## config.mk

```make
export PLATFORM = sky130hd
export DESIGN_NAME = sequenciador_decodificador_flat
export DESIGN_NICKNAME = d
export VERILOG_FILES = /design/src/rtl/sequenciador_decodificador_if.sv /design/src/rtl/sequenciador_decodificador.sv /design/src/flat_wrapper.sv
export SDC_FILE = /design/constraint.sdc
export NUM_CORES = 1
export LEC_CHECK = 0
export ABC_AREA = 1
export BUFFER_PORTS_ARGS = -buffer_cell sky130_fd_sc_hd__buf_2
export CORE_MARGIN = 2
export CORE_UTILIZATION = 50
export CTS_CLUSTER_SIZE = 8
export DETAILED_ROUTE_END_ITERATION = 6
export MAX_ROUTING_LAYER = met4
export PLACE_DENSITY = 0.7
export SLEW_MARGIN = 40
export SYNTH_ARGS = -nofsm -noshare
export SYNTH_HDL_FRONTEND = slang
export SYNTH_SLANG_ARGS = --single-unit
```

## constraint.sdc

```tcl
create_clock -name clk -period 2.5 [get_ports clk]
set_clock_uncertainty 0.2 [all_clocks]
set_input_delay 0.25 -clock clk [delete_from_list [all_inputs] [get_ports clk]]
set_output_delay 0.25 -clock clk [all_outputs]
set_load 0.01 [all_outputs]
```

## src/rtl/sequenciador_decodificador_if.sv

```systemverilog
// sequenciador_decodificador_if: character input, decoder drive and verdict handshake bundle
interface sequenciador_decodificador_if;
  logic [6:0] Car_in;
  logic       Car_last;
  logic       Car_valid;
  logic       Car_ready;
  logic [6:0] Dec_Entrada;
  logic       Dec_Controle;
  logic       Dec_Reset;
  logic [3:0] Dec_Saida;
  logic [3:0] Resultado;
  logic       Resultado_valid;
  logic       Resultado_ready;
  logic [7:0] Cont_aceitas;
  modport master (
    output Car_in, Car_last, Car_valid, Dec_Saida, Resultado_ready,
    input  Car_ready, Dec_Entrada, Dec_Controle, Dec_Reset, Resultado, Resultado_valid, Cont_aceitas
  );
  modport slave (
    input  Car_in, Car_last, Car_valid, Dec_Saida, Resultado_ready,
    output Car_ready, Dec_Entrada, Dec_Controle, Dec_Reset, Resultado, Resultado_valid, Cont_aceitas
  );
endinterface

```

## src/rtl/sequenciador_decodificador.sv

```systemverilog
// sequenciador_decodificador: buffers characters and sequences them through one decoder, one verdict per word
module sequenciador_decodificador #(
  parameter int PROF = 8,
  parameter int LAT = 1,
  parameter int RST_CYC = 2,
  parameter logic [3:0] COD_S1 = 4'd6,
  parameter logic [3:0] COD_S2 = 4'd7,
  parameter logic [3:0] COD_INV = 4'd15
) (
  input logic clk,
  input logic Reset_n,
  sequenciador_decodificador_if.slave bus
);
  localparam int AW = $clog2(PROF);
  typedef enum logic [2:0] {RST_DEC, IDLE, FEED, WAIT, CHECK, IDLE_MID, FLUSH, REPORT} estado_t;
  estado_t estado, prox;
  logic [7:0] mem [PROF];
  logic [AW-1:0] wr_ptr, rd_ptr;
  logic [AW:0] cnt, cnt_n;
  logic [7:0] tmr, cont_r, head;
  logic [6:0] car_r;
  logic [3:0] res_r, veredito;
  logic last_r, vazio, push, pop;
  assign head = mem[rd_ptr];
  assign vazio = cnt == '0;
  assign push = bus.Car_valid && bus.Car_ready;
  assign pop = estado == FEED || (estado == FLUSH && !vazio);
  assign cnt_n = cnt + (AW+1)'(push) - (AW+1)'(pop);
  assign veredito = bus.Dec_Saida == COD_S1 ? 4'd1 :
                    bus.Dec_Saida == COD_S2 ? 4'd2 :
                    bus.Dec_Saida == COD_INV ? 4'd3 :
                    last_r ? 4'd4 : 4'd0;
  assign bus.Resultado = res_r;
  assign bus.Cont_aceitas = cont_r;
  // next state and decoder/verdict strobes decoded from the current state
  always_comb begin
    prox = estado;
    bus.Dec_Controle = estado == FEED;
    bus.Dec_Reset = estado == RST_DEC;
    bus.Dec_Entrada = estado == FEED ? head[6:0] : car_r;
    bus.Resultado_valid = estado == REPORT;
    case (estado)
      RST_DEC: prox = tmr == 8'(RST_CYC - 1) ? IDLE : RST_DEC;
      IDLE, IDLE_MID: prox = vazio ? estado : FEED;
      FEED: prox = WAIT;
      WAIT: prox = tmr == 8'(LAT - 1) ? CHECK : WAIT;
      CHECK: prox = veredito != 4'd0 ? (last_r ? REPORT : FLUSH) : (vazio ? IDLE_MID : FEED);
      FLUSH: prox = !vazio && head[7] ? REPORT : FLUSH;
      REPORT: prox = bus.Resultado_ready ? RST_DEC : REPORT;
      default: prox = RST_DEC;
    endcase
  end
  // state register; tmr counts cycles spent in the current state
  always_ff @(posedge clk or negedge Reset_n) begin
    if (!Reset_n) begin
      estado <= RST_DEC;
      tmr <= '0;
    end else begin
      estado <= prox;
      tmr <= estado != prox ? 8'd0 : tmr + 8'd1;
    end
  end
  // fifo pointers, occupancy and registered not-full flag
  always_ff @(posedge clk or negedge Reset_n) begin
    if (!Reset_n) begin
      wr_ptr <= '0;
      rd_ptr <= '0;
      cnt <= '0;
      bus.Car_ready <= 1'b0;
    end else begin
      wr_ptr <= wr_ptr + AW'(push);
      rd_ptr <= rd_ptr + AW'(pop);
      cnt <= cnt_n;
      bus.Car_ready <= cnt_n != (AW+1)'(PROF);
    end
  end
  // fifo storage: {last, char} per entry
  always_ff @(posedge clk) begin
    if (push) mem[wr_ptr] <= {bus.Car_last, bus.Car_in};
  end
  // held character, word-end flag, verdict and accepted-word counter
  always_ff @(posedge clk or negedge Reset_n) begin
    if (!Reset_n) begin
      car_r <= '0;
      last_r <= 1'b0;
      res_r <= '0;
      cont_r <= '0;
    end else begin
      if (estado == RST_DEC) car_r <= '0;
      if (estado == FEED) begin
        car_r <= head[6:0];
        last_r <= head[7];
      end
      if (estado == CHECK && veredito != 4'd0) res_r <= veredito;
      if (estado == REPORT && bus.Resultado_ready && (res_r == 4'd1 || res_r == 4'd2)) cont_r <= cont_r + 8'd1;
    end
  end
endmodule
```

## src/flat_wrapper.sv

```systemverilog
// flat-port wrapper written by rule: the top's interface ports become plain ports
module sequenciador_decodificador_flat 
#(
  parameter int PROF = 8,
  parameter int LAT = 1,
  parameter int RST_CYC = 2,
  parameter logic [3:0] COD_S1 = 4'd6,
  parameter logic [3:0] COD_S2 = 4'd7,
  parameter logic [3:0] COD_INV = 4'd15
)
  (clk, Reset_n, bus_Car_in, bus_Car_last, bus_Car_valid, bus_Dec_Saida, bus_Resultado_ready, bus_Car_ready, bus_Dec_Entrada, bus_Dec_Controle, bus_Dec_Reset, bus_Resultado, bus_Resultado_valid, bus_Cont_aceitas);
  sequenciador_decodificador_if bus_i ();
  input logic clk;
  input logic Reset_n;
  input wire logic [$bits(bus_i.Car_in)-1:0] bus_Car_in;
  input wire logic [$bits(bus_i.Car_last)-1:0] bus_Car_last;
  input wire logic [$bits(bus_i.Car_valid)-1:0] bus_Car_valid;
  input wire logic [$bits(bus_i.Dec_Saida)-1:0] bus_Dec_Saida;
  input wire logic [$bits(bus_i.Resultado_ready)-1:0] bus_Resultado_ready;
  output wire logic [$bits(bus_i.Car_ready)-1:0] bus_Car_ready;
  output wire logic [$bits(bus_i.Dec_Entrada)-1:0] bus_Dec_Entrada;
  output wire logic [$bits(bus_i.Dec_Controle)-1:0] bus_Dec_Controle;
  output wire logic [$bits(bus_i.Dec_Reset)-1:0] bus_Dec_Reset;
  output wire logic [$bits(bus_i.Resultado)-1:0] bus_Resultado;
  output wire logic [$bits(bus_i.Resultado_valid)-1:0] bus_Resultado_valid;
  output wire logic [$bits(bus_i.Cont_aceitas)-1:0] bus_Cont_aceitas;
  assign bus_i.Car_in = bus_Car_in;
  assign bus_i.Car_last = bus_Car_last;
  assign bus_i.Car_valid = bus_Car_valid;
  assign bus_i.Dec_Saida = bus_Dec_Saida;
  assign bus_i.Resultado_ready = bus_Resultado_ready;
  assign bus_Car_ready = bus_i.Car_ready;
  assign bus_Dec_Entrada = bus_i.Dec_Entrada;
  assign bus_Dec_Controle = bus_i.Dec_Controle;
  assign bus_Dec_Reset = bus_i.Dec_Reset;
  assign bus_Resultado = bus_i.Resultado;
  assign bus_Resultado_valid = bus_i.Resultado_valid;
  assign bus_Cont_aceitas = bus_i.Cont_aceitas;
  sequenciador_decodificador #(.PROF(PROF), .LAT(LAT), .RST_CYC(RST_CYC), .COD_S1(COD_S1), .COD_S2(COD_S2), .COD_INV(COD_INV)) u_core (.clk(clk), .Reset_n(Reset_n), .bus(bus_i));
endmodule
```

==> results of run 1 <==
[state kept, by name (all words and copies together) (netlist names)]
register                 flops
u_core.last_r                1
u_core.car_r                 7
u_core.rd_ptr                3
u_core.bus.Resultado         3
u_core.tmr                   8
u_core.cnt                   4
u_core.mem                  64
u_core.bus.Cont_aceitas      8
u_core.bus.Car_ready         1
u_core.estado                3
u_core.wr_ptr                3
[path summary, 6_finish.rpt]
path	start	to	cells past startpoint
worst min register to register	u_core.bus.Cont_aceitas[7]	u_core.bus.Cont_aceitas[7]	1
max in group asynchronous	Reset_n	u_core.estado[0]	3
min in group asynchronous	Reset_n	u_core.car_r[5]	2
worst max-delay path	u_core.cnt[2]	u_core.bus.Car_ready	15
worst min-delay path	bus_Dec_Saida[0]	u_core.bus.Resultado[2]	4
worst max register to register	u_core.cnt[2]	u_core.bus.Car_ready	15
[what timing repair did]
action / 4_1_cts / 5_1_grt
resized for setup: 8 / 18
setup buffers: 0 / 2
setup endpoints to repair: 1 / 10
pin swaps: 1 / 6
hold buffers: 9 / 0
gates cloned: 0 / 0
endpoints found under the hold margin: 82 / 0
[through the flow]
stage	total power, mW	cell area, um2
2_1_floorplan	4.38	4730
3_3_place_gp	5.11	5140
3_5_place_dp	5.21	5140
4_1_cts	6.40	5460
5_1_grt	7.03	5530
6_report	6.52	5530
[per-layer routing]
| metal | track usage | routed length (um) | vias up |
|---|---|---|---|
| met4 | 0.0634 | 72 | 0 |
| met5 | - | 0 | - |
| met2 | 0.318 | 4490 | 84 |
| met1 | 0.286 | 4380 | 1539 |
| met3 | 0.0444 | 588 | 6 |
| li1 | - | - | 1562 |
[cell families after synthesis]
group,Yosys count,share of synthesized area
compound gates,77,0.0954
xor+xnor,16,0.0297
fa+ha+maj,14,0.0388
buf+inv,64,0.0560
flops,105,0.626
other cells,1,0.000796
simple gates,140,0.154
[worst max-delay path, delay by kind of cell, from the launching register on]
family / cells / cell delay, ns
buf+inv: 6 / 0.36
simple gates: 5 / 0.41
fa+ha+maj: 4 / 1.06
flops: 1 / 0.39
[power by group through the flow]
stage | Combinational, mW | Sequential, mW | Clock, mW
after floorplan | 1.90 | 2.48 | 0
after global placement | 2.59 | 2.52 | 0
after detailed placement | 2.67 | 2.54 | 0
after CTS | 2.75 | 2.50 | 1.15
after global routing | 3.24 | 2.56 | 1.23
final | 2.87 | 2.52 | 1.14
[cell usage in the layout (no fill, tap or decap), types with 3 or more instances in the layout]
master / count
xor2_1: 10
a21oi_1: 7
nand2_2: 7
nand3_1: 17
nor3_2: 3
ha_4: 3
nor2_1: 48
xnor2_1: 6
inv_1: 39
dfrtp_1: 38
o21ai_1: 15
nand2_4: 3
nor2_4: 4
edfxtp_1: 64
clkbuf_8: 9
dfrtp_2: 3
o21ai_0: 30
o211ai_1: 8
nor2_2: 11
nand3b_1: 3
inv_4: 3
dlygate4sd3_1: 9
ha_1: 10
inv_2: 9
nand2_1: 33
o221ai_1: 7
o22ai_1: 7
buf_2: 37
buf_4: 24
[cell type report]
class                      instances  share of cell area
clock buffer                       9              0.0224
clock inverter                     7              0.0170
inverter                          51              0.0360
multi-input combinational        248               0.283
sequential                       105               0.534
tap                              111              0.0251
timing repair buffer              70              0.0824
==> impl_metrics.tcl, run 1 <==
set metrics [dict create \
    status "finished, violations left" \
    violations "setup timing" \
    crit_arrival_ns 2.58 \
    synth.top_cells.by_area "edfxtp_1, dfrtp_1, nor2_1" \
    core_area_mm2 0.00920 \
    comb_power_share 0.440 \
    grt_pass1_vias 3176 \
    rows 35 \
    cp.required_ns 2.56 \
    start_kind "register" \
    critPathSlowestCell "fa_1" \
    overflow 0 \
    seqPwrFrac 0.386 \
    area_growth_pct 17.4 \
    finalSetupViolCount 1 \
    swShare 0.410 \
    placedCellCount 574 \
    synth_edf_count 64 \
    grt_max_degree 33 \
    rsz0062_at_grt "true" \
    layout.cells.non_filler 601 \
    path_clk_slew_ns 0.11 \
    p_leak_nw 2.31 \
    regToRegSetupSlack_ns -0.01 \
    hold_viol 0 \
    multiInputGateArea_mm2 0.00157 \
    die_area_mm2 0.0102 \
    hpwlAfterDp_mm 6.31 \
    ir_worst_vdd_uv 512 \
    crit_type "reg -> reg" \
    port_buffers 37 \
    worstMarginPinSlew_ns 0.653 \
    async_flop_share 0.390 \
    cts.sinks 105 \
    syn_nets 447 \
    period_needed_ns 2.51 \
    synth_top_area_share 0.408 \
    yosysWarnings 0 \
    synth.largest_area_cell "edfxtp_1" \
    antenna_found_initial 0 \
    ys_types 39 \
    syn_area_per_cell_um2 11.3 \
    ys_ff_latch 105 \
    max-cap-violations 0 \
    cts.path.max_buffers 2 \
    track_usage 0.210 \
    drt-pass1-iter-count 4 \
    clock_power_share 0.175 \
    dp_slack_ns -0.0554 \
    die_h_um 101 \
    worstSkewPairLatency_ns 0.37 \
    die_w_um 101 \
    layout-drive-gt1-share 0.267 \
    gp_congestion 0.893 \
    cts_buffers 9 \
    worst_path_most_repeated_cell "inv_2" \
    grt_pass1_wl_mm 15.8 \
    wire_per_inst_um 15.9 \
    ys_seq_area_frac 0.626 \
    hold_slack_ns 0.0241 \
    fin_ws_ns -0.0126 \
    start_util 0.512 \
    synth_common_cells "edfxtp_1, nor2_1, inv_1" \
    antenna_left 0 \
    cp_max_fo 2 \
    synth_top_flop_cell "edfxtp_1" \
    n_fill_cell 755 \
    h-tree-depth 3 \
    worstSetupEndpointType "register" \
    post-route-util 0.601 \
    synthCells 417 \
    seq_area_mm2 0.00295 \
    yosysMostFrequentCell "edfxtp_1" \
    cts-root-buf "clkbuf_8" \
    final-max-slew-violation-count 0 \
    drt-vias-per-instance 5.31 \
    cp_cell_sequence "inv_2, ha_4, nand2_2, inv_2, nor2_4, nor2_2, inv_2, ha_4, inv_4, ha_4, inv_2, fa_1, inv_2, nor3_2, nand2_1" \
    switchingPower_mw 2.67 \
    finalSetupTns_ns -0.0126 \
    min_period_over_period 1.01 \
    cpPeakStageDelay_ns 0.55 \
    hp-class "in -> reg" \
    clock.fmax_ghz 0.398 \
    power_density_mw_per_mm2 1180 \
    vias 3191 \
    slew_headroom 0.565 \
    wirelength_mm 9.53 \
    internal_power_mw 3.85 \
    drc 0 \
    diodes 0 \
    synth_area_mm2 0.00471 \
    io_pins 39 \
    nets 515 \
    cts_tree "yes" \
    drt_iter0_markers 144 \
]
Note: power is estimated with default switching activity, not from simulation.
==> run 2: changes to the inputs <==
Settings changed: ABC_AREA 1 to 0.
==> run 2 against run 1 <==
The run still ends with setup timing left. First-iteration DRC count shrank 23%. Synthesized cell count shrank 27%. Hold slack gained 0.010 ns. Power shrank 7.1%. Global-route usage shrank 2.5 points. Highest routed layer unchanged. Die area shrank 3.4%. Cell area shrank 1.9%. Sequential share of layout area grew 0.98 points. Sequential power shrank 3%. Area after synthesis shrank 3.5%. Clock power shrank 7%. Critical path type unchanged. Register-to-register slack is essentially flat.
==> impl_metrics.tcl, run 2 <==
set metrics [dict create \
    layout.cells.non_filler 496 \
    synth.top_cells.by_area "edfxtp_1, dfrtp_1, mux4_2" \
    layout_commonest_cell "edfxtp_1" \
    antenna_left 0 \
    worstMarginPinSlew_ns 0.529 \
    largest_reg_flops 64 \
    synth.largest_area_cell "edfxtp_1" \
    drt_iter0_markers 111 \
    hp-start "bus_Dec_Saida[3]" \
    die_w_um 99.3 \
    start_util 0.519 \
    ir_worst_vdd_uv 438 \
    area_growth_pct 19.4 \
    cp_cell_sequence "inv_2, ha_1, nor3b_4, a21oi_2, ha_1, inv_1, ha_2, inv_1, fa_1, inv_2, nor3_2, nand2_1" \
    port_buffers 37 \
    synth_top_area_share 0.423 \
    final-max-slew-violation-count 0 \
    track_usage 0.185 \
    antenna_found_initial 0 \
    hp-class "in -> reg" \
    overflow 0 \
    top_register "u_core.mem" \
    start_kind "register" \
    worstSetupEndpointType "register" \
    min_period_over_period 1.00 \
    p_leak_nw 2.30 \
    finalSetupViolCount 1 \
    worstRegToRegCells 12 \
    grt_pass1_vias 2721 \
    rows 34 \
    hold_viol 0 \
    cts.sinks 105 \
    violations "setup timing" \
    die_h_um 99.3 \
    critPathSlowestCell "fa_1" \
    clock.fmax_ghz 0.399 \
    whs_path_depth 4 \
    synth_top_flop_cell "edfxtp_1" \
    drc 0 \
    p_total_mw 6.06 \
    placedCellCount 463 \
    grt_pass1_wl_mm 13.5 \
    cts_tree "yes" \
    h-tree-depth 3 \
    crit_start "u_core.cnt[2]" \
    max-cap-violations 0 \
    cp.required_ns 2.56 \
    cp_max_fo 2 \
    cts-root-buf "clkbuf_8" \
    drt-pass1-iter-count 4 \
    fin_ws_ns -0.00401 \
    ys_ff_latch 105 \
    seq_area_mm2 0.00295 \
    path_clk_slew_ns 0.11 \
    n_fill_cell 664 \
    period_needed_ns 2.50 \
    worstSkewPairLatency_ns 0.37 \
    multiInputGateArea_mm2 0.00155 \
    cts.path.max_buffers 2 \
    crit_type "reg -> reg" \
    yosysMostFrequentCell "edfxtp_1" \
    ys_types 41 \
    status "finished, violations left" \
    crit_buf_inv 4 \
    cpPeakStageDelay_ns 0.49 \
    rsz0062_at_grt "true" \
    synth_area_mm2 0.00455 \
    gp_congestion 0.772 \
    diodes 0 \
    synthCells 306 \
    syn_area_per_cell_um2 14.9 \
    synth_common_cells "edfxtp_1, dfrtp_1, nand2_1" \
    die_area_mm2 0.00987 \
    nets 413 \
    power_density_mw_per_mm2 1120 \
    timing.rr.start "u_core.cnt[2]" \
    ys_seq_area_frac 0.648 \
    cts_buffers 9 \
    layout_common_cells "edfxtp_1, dfrtp_1, buf_2" \
    syn_nets 336 \
    wire_per_inst_um 16.2 \
    yosysWarnings 0 \
    vias 2690 \
    drt-vias-per-instance 5.42 \
    crit_family "adder cells" \
    crit_arrival_ns 2.57 \
    synth_edf_count 64 \
    io_pins 39 \
    grt_max_degree 42 \
    finalSetupTns_ns -0.00401 \
    wirelength_mm 8.04 \
    hpwlAfterDp_mm 5.46 \
    path_depth 12 \
    slew_headroom 0.644 \
    layout-drive-gt1-share 0.302 \
    async_flop_share 0.390 \
    core_area_mm2 0.00876 \
]
-- run 2: final timing paths --
| path | end | slack [ns] |
|---|---|---|
| worst max-delay path | u_core.bus.Car_ready | -0.004 |
| worst min-delay path | u_core.bus.Resultado[0] | 0.03 |
| worst max register to register | u_core.bus.Car_ready | -0.004 |
| worst min register to register | u_core.bus.Cont_aceitas[7] | 0.29 |
| max in group asynchronous | u_core.rd_ptr[0] | 1.53 |
| min in group asynchronous | u_core.bus.Cont_aceitas[7] | 0.19 |
-- run 2: cell families (layout without fill, tap and decap cells) --
| kind of cell | after synthesis | after routing | synth area share |
|---|---|---|---|
| xor+xnor | 18 | 18 | 0.0347 |
| compound gates | 35 | 35 | 0.0567 |
| flops | 105 | 105 | 0.648 |
| buf+inv | 23 | 105 | 0.0223 |
| fa+ha+maj | 14 | 14 | 0.0402 |
| mux | 25 | 25 | 0.0994 |
| simple gates | 85 | 85 | 0.0974 |
| other cells | 1 | 1 | 0.000825 |
-- run 2: report_power, final --
group	internal, mW	switching [mW]	total (mW)
sequential	2.22	0.230	2.45
combinational	1.25	1.30	2.55
clock	0.411	0.651	1.06
-- run 2: area by class of cell --
type,count,area share
inverter,13,0.00899
sequential,105,0.544
clock inverter,7,0.0164
tap,108,0.0249
multi-input combinational,178,0.286
clock buffer,9,0.0228
timing repair buffer,76,0.0969
-- run 2: routing by layer --
metal | vias to the layer above | track usage | share of wire | wire length (um)
met5 | - | - | 0 | 0
met4 | 0 | 0.0432 | 0.0087 | 70
met3 | 6 | 0.0576 | 0.042 | 334
met2 | 51 | 0.291 | 0.51 | 4090
met1 | 1339 | 0.239 | 0.44 | 3540
li1 | 1294 | - | - | -
-- run 2: per-stage QoR --
stage | area, um2 | util | hold slack (ns) | setup slack [ns]
2_1_floorplan | 4560 | - | -0.246 | 0.0220
3_3_place_gp | 4990 | 0.569 | 0.236 | 0.0228
3_5_place_dp | 4990 | 0.570 | 0.0659 | -0.0511
4_1_cts | 5370 | 0.613 | 0.0166 | -0.0372
5_1_grt | 5430 | 0.619 | 0.0348 | -0.117
6_report | 5430 | 0.619 | 0.0346 | -0.00401
-- run 2: repair_timing --
item                                   4_1_cts  5_1_grt
setup buffers                                2        3
pin swaps                                    2        3
resized for setup                            9       10
hold buffers                                12        0
setup endpoints to repair                    8        8
endpoints found under the hold margin      107        0
-- run 2: worst register-to-register path, cell delays in order (launching register included) --
cell and delay, ns:
dfrtp_1 0.39, inv_2 0.05, ha_1 0.13, nor3b_4 0.19, a21oi_2 0.09, ha_1 0.27, inv_1 0.06, ha_2 0.17
inv_1 0.05, fa_1 0.49, inv_2 0.05, nor3_2 0.19, nand2_1 0.07
